## src/rtl/display_pkg.sv

```systemverilog
// rtl/display_pkg.sv - shared display constants for the hex scanner and decoder wrapper
package display_pkg;
  localparam int DEF_SLOT_CYCLES  = 50000;
  localparam int DEF_GUARD_CYCLES = 2;
  localparam int MAX_DIGITS       = 32;
  localparam logic [MAX_DIGITS-1:0] ANODE_OFF = '1;
endpackage

```

## src/rtl/hex_display_scanner_slot_timer.sv

```systemverilog
// rtl/hex_display_scanner_slot_timer.sv - per-digit slot counter with boundary and guard-end strobes
module slot_timer
  import display_pkg::*;
#(
  parameter int SLOT_CYCLES  = DEF_SLOT_CYCLES,
  parameter int GUARD_CYCLES = DEF_GUARD_CYCLES
) (
  input  logic clk,
  input  logic reset,
  output logic slot_tick,
  output logic guard_end
);
  localparam int CW = $clog2(SLOT_CYCLES);

  logic [CW-1:0] cnt;

  // Strobes mark the edge that takes the counter to 0 (boundary) or to GUARD_CYCLES,
  // so the registered anodes are low exactly while the counter reads >= GUARD_CYCLES.
  assign slot_tick = (cnt == CW'(SLOT_CYCLES - 1));
  assign guard_end = (cnt == CW'(GUARD_CYCLES - 1));

  always_ff @(posedge clk or posedge reset) begin
    if (reset) begin
      cnt <= '0;
    end else if (slot_tick) begin
      cnt <= '0;
    end else begin
      cnt <= cnt + CW'(1);
    end
  end
endmodule

```

## src/rtl/hex_display_scanner.sv

```systemverilog
// rtl/hex_display_scanner.sv - time-multiplexed hex digit scanner with blanking and guard interval
module hex_display_scanner
  import display_pkg::*;
#(
  parameter int NUM_DIGITS   = 4,
  parameter int SLOT_CYCLES  = DEF_SLOT_CYCLES,
  parameter int GUARD_CYCLES = DEF_GUARD_CYCLES
) (
  input  logic                    clk,
  input  logic                    reset,
  input  logic [4*NUM_DIGITS-1:0] value,
  input  logic                    load,
  input  logic                    blank_en,
  output logic [3:0]              nibble,
  output logic [NUM_DIGITS-1:0]   anode_n,
  output logic                    frame_done
);
  localparam int W  = 4 * NUM_DIGITS;
  localparam int IW = $clog2(NUM_DIGITS);
  localparam logic [NUM_DIGITS-1:0] OFF = ANODE_OFF[NUM_DIGITS-1:0];

  logic                  slot_tick;
  logic                  guard_end;
  logic [W-1:0]          shadow;
  logic [IW-1:0]         idx;
  logic [IW-1:0]         idx_next;
  logic                  lz;
  logic                  lz_next;
  logic                  blanked;
  logic [NUM_DIGITS-1:0] anode_on;

  slot_timer #(
    .SLOT_CYCLES (SLOT_CYCLES),
    .GUARD_CYCLES(GUARD_CYCLES)
  ) u_timer (
    .clk      (clk),
    .reset    (reset),
    .slot_tick(slot_tick),
    .guard_end(guard_end)
  );

  // lz is captured at the boundary from the same shadow snapshot as the nibble,
  // so a mid-slot load can never change what the current slot shows.
  always_comb begin
    idx_next = (idx == IW'(NUM_DIGITS - 1)) ? '0 : idx + IW'(1);
    lz_next  = ((shadow >> (4 * idx_next)) == '0);
    blanked  = blank_en && lz && (idx != '0);
    anode_on = ~(NUM_DIGITS'(1) << idx);
  end

  always_ff @(posedge clk or posedge reset) begin
    if (reset) begin
      shadow     <= '0;
      idx        <= '0;
      lz         <= 1'b0;
      nibble     <= '0;
      anode_n    <= OFF;
      frame_done <= 1'b0;
    end else begin
      if (load) begin
        shadow <= value;
      end
      frame_done <= slot_tick && (idx == IW'(NUM_DIGITS - 1));
      if (slot_tick) begin
        idx     <= idx_next;
        nibble  <= shadow[4*idx_next +: 4];
        anode_n <= OFF;
        lz      <= lz_next;
      end else if (guard_end && !blanked) begin
        anode_n <= anode_on;
      end
    end
  end
endmodule

```

## config.mk

```make
export PLATFORM = sky130hd
export DESIGN_NAME = hex_display_scanner
export DESIGN_NICKNAME = d
export VERILOG_FILES = /design/src/rtl/display_pkg.sv /design/src/rtl/hex_display_scanner_slot_timer.sv /design/src/rtl/hex_display_scanner.sv
export SDC_FILE = /design/constraint.sdc
export NUM_CORES = 1
export LEC_CHECK = 0
export BUFFER_PORTS_ARGS = -buffer_cell sky130_fd_sc_hd__buf_2
export CAP_MARGIN = 20
export CORE_MARGIN = 4
export CORE_UTILIZATION = 57
export DETAILED_ROUTE_END_ITERATION = 8
export HOLD_SLACK_MARGIN = 0.05
export PLACE_DENSITY = 0.91
export SLEW_MARGIN = 0
export SYNTH_ARGS = -nofsm -noshare
export SYNTH_HDL_FRONTEND = slang
export SYNTH_SLANG_ARGS = --single-unit
```

## constraint.sdc

```tcl
create_clock -name clk -period 2.4 [get_ports clk]
set_input_delay 0.72 -clock clk [delete_from_list [all_inputs] [get_ports clk]]
set_output_delay 0.72 -clock clk [all_outputs]
set_load 0.03 [all_outputs]
```

==> run summary <==
The path class of the tightest hold or removal check is reg -> reg. STA classifies the critical path startpoint as a flip-flop. For the count of final max-slew check failures, the log shows 0. CTS placed an instance of sky130_fd_sc_hd__clkbuf_8 at the clock tree root. The fraction of layout cells with a size suffix above 1 works out to 0.340. The worst-case IR drop observed on VDD is 0.423 mV. In this run, post-CTS hold repair placed 0 buffers. The final-report setup violation count is 0. Traced cell by cell, the critical path runs through ha_1, nor2_1, buf_4, mux4_2, mux2_2. Hold path depth: 1. The CTS sink count was 44; the number of instances in the synthesized netlist was 180. TritonCTS built the clock tree. The region available for standard cell placement spans 3660 um^2. The placed wire-length estimate came out at 3160 um. The number of instances resized during post-cts repair came out at 0. For the final database, setup skew stands at 7.50 ps. Sorting the synthesized cells by area gives the leading types as sky130_fd_sc_hd__dfrtp_1, sky130_fd_sc_hd__mux2_2, sky130_fd_sc_hd__dfstp_2.

Including well taps, the total number of placed cells is 255. The cell type contributing the most total cell area after synthesis was sky130_fd_sc_hd__dfrtp_1. Among all flip-flop cells after synthesis, the most frequent one is sky130_fd_sc_hd__dfrtp_1. Buffers placed on the I/O ports in this run total 28.

The critical path required time came out at 2590 ps. Maximum number of pins on one net before global-route repair: 45. The global-route congestion overflow total came out at 0. Compared with the post-synthesis result, the final layout area differs by 14.8%. On the critical path, the stage with the largest delay is an instance of sky130_fd_sc_hd__mux4_2. The setup check on the worst reg-to-reg path leaves a slack of 430 ps. In the final layout, flip-flops and latches occupy 1110 um^2.

Post-synthesis cell area: 2160 um^2. The filler cells instantiated in the layout total 271. The area share of the largest cell type after synthesis is 0.464. The peak clock frequency supported by timing is 507 MHz. The routed design has 4290 um of wire. The flow ran to the end, and the final reports show no timing, DRC or antenna violations. For the via count of the first global-routing pass, the log shows 1,576. Fraction of the cycle the final worst path needs: 0.822.

The deepest level of the CTS H-tree came out at 2. Setup repair after global routing left no endpoint under its margin. The number of antenna violations at the first check in global routing was 0. Data arrives at the worst endpoint at 2160 ps. For this run, design rule violations remaining after detail routing come to 0.

The share of async-settable or async-resettable flops after synthesis was 1.00. Prior to clock tree synthesis, the placed netlist has a worst setup slack of 452 ps. After layout, the minimum clock period comes to 1970 ps. In this run the horizontal extent of the chip is 69.5 um. Headroom to the max-slew limit: 0.645.

The first global-routing pass estimated 7770 um of wire. The tools report the number of diodes as 0. Summing all multi-input logic gate instances after layout gives 1000 um^2. The slew at the pin with the worst max-slew slack came out at 533 ps.

In this run, CTS created clock tree buffers numbering 5. The maximum count of clock buffers along a single path is 2, and the portion of the post-synthesis area used by sequential elements is 0.513. The number of cell rows was 22; the number of warnings printed during yosys synthesis was 0. The synthesized design contains 0 enable-type register cells.

After detailed routing, the average wire length per cell comes to 16.3 um. For the worst-skew pair, the clock arrives at the later sink with an insertion delay of 300 ps. The number of nets with antenna violations after detailed routing came out at 0. The tool flagged a number of max-cap violations equal to 0. Leaving out fill and tap cells, the most frequent cell in the layout is sky130_fd_sc_hd__dfrtp_1.

The number of cells on the worst reg-to-reg path is 5. The total nets after synthesis was 206. The logs give 0.842 for the final weighted congestion in routability-driven placement and 263 for the non-filler instance count after layout. Die outline area: 4830 um^2. The netlist uses 35 different library cells.

The post-CTS repair timing setup buffer count was 0; the number of top-level pins was 29. The setup slack of the critical path after layout was 426 ps; the starting DRC count in detailed routing was 123. Number of iterations in the first detailed-routing pass: 4. For this design the ratio of total power to cell area is 582 nW/um^2.

In the layout the commonest cells are sky130_fd_sc_hd__dfrtp_1, sky130_fd_sc_hd__buf_2, sky130_fd_sc_hd__mux2_2. The all-layer global routing usage was 0.205; the die height was 69.5 um. The number of hold violations in the final report was 0; the biggest fanout along the worst timing path was 7. The tools report the number of nets in the finished design as 240. After detailed routing, the number of vias per cell comes to 5.91. The critical path is of the reg -> reg type. The mean instance size in the synthesized netlist works out to 12.0 um^2. The highest cell delay on the worst timing path was 500 ps.

Kind of capture point of the worst setup path: a flip-flop. Counting flops and latches in the post-synthesis netlist gives 44. Number of vias in the routed layout: 1,554.

Clock-pin slew was measured on the worst setup and hold paths at 80 ps. The tools report the effective utilization at floorplan as 0.589. The leakage power of the design is 1.11 nW.

The total negative setup slack is 0 ps.
## per-stage QoR
stage	power, W	util	cell area [um^2]	hold WS, ps
4_1_cts	0.00145	0.676	2470	511
2_1_floorplan	0.000858	-	2160	466
6_report	0.00144	0.676	2470	503
5_1_grt	0.00150	0.676	2470	530
3_5_place_dp	0.000895	0.646	2360	496
3_3_place_gp	0.000890	0.646	2360	488
## cell families after synthesis
| family | count (synthesis) | synth area share |
|---|---|---|
| AOI/OAI and AO/OA | 13 | 0.0429 |
| adders and majority gates | 6 | 0.0348 |
| DFF | 44 | 0.513 |
| buffers and inverters | 12 | 0.0226 |
| muxes | 27 | 0.155 |
| xor gates and xnor gates | 14 | 0.0569 |
| and+or+nand+nor | 64 | 0.175 |
## cell usage after synthesis (4+ instances only)
master / count
sky130_fd_sc_hd__mux2_2: 21
sky130_fd_sc_hd__nor2_1: 13
sky130_fd_sc_hd__inv_1: 7
sky130_fd_sc_hd__dfrtp_1: 40
sky130_fd_sc_hd__xnor2_1: 9
sky130_fd_sc_hd__nand4_1: 5
sky130_fd_sc_hd__nand2_1: 6
sky130_fd_sc_hd__nor3_1: 8
sky130_fd_sc_hd__xor2_1: 5
sky130_fd_sc_hd__nor4_1: 9
sky130_fd_sc_hd__dfstp_2: 4
sky130_fd_sc_hd__nand3_1: 8
sky130_fd_sc_hd__ha_1: 6
## worst paths after layout
path,from,to
worst min-delay path,nibble[2]$_DFFE_PP0P_,nibble[2]$_DFFE_PP0P_
max in group asynchronous,reset,anode_n[3]$_DFFE_PP1P_
worst max-delay path,idx[0]$_DFFE_PP0P_,nibble[1]$_DFFE_PP0P_
worst max register to register,idx[0]$_DFFE_PP0P_,nibble[1]$_DFFE_PP0P_
min in group asynchronous,reset,shadow[11]$_DFFE_PP0P_
worst min register to register,nibble[2]$_DFFE_PP0P_,nibble[2]$_DFFE_PP0P_
## flip-flops by register name (all words and copies together), names as in the netlist
signal,cells
nibble,4
lz,1
shadow,16
idx,2
anode_n,4
u_timer.cnt,16
frame_done,1
## cell type report
type                            instances  area share
Clock buffer                            5      0.0278
Inverter                                7      0.0106
Multi-Input combinational cell        124       0.404
Sequential cell                        44       0.447
Timing Repair Buffer                   32      0.0688
Tap cell                               48      0.0243
Clock inverter                          3      0.0172
## power breakdown
part	switching [W]	internal, W
registers	0.0000280	0.000768
clock network	0.000253	0.000308
logic	0.0000346	0.0000491
## per-layer routing
metal | share of wire | global-route usage
met2 | 0.48 | 0.309
met3 | 0.065 | 0.0551
met4 | 0.027 | 0.0889
met1 | 0.43 | 0.278
met5 | 0 | 0
## worst max-delay path, delay by kind of cell, from the launching register on
kind,cells,cell delay (ps)
fa+ha+maj,1,300
buf+inv,1,180
flops,1,470
mux,2,790
simple gates,1,130
Power figures use the tool's default switching activity.
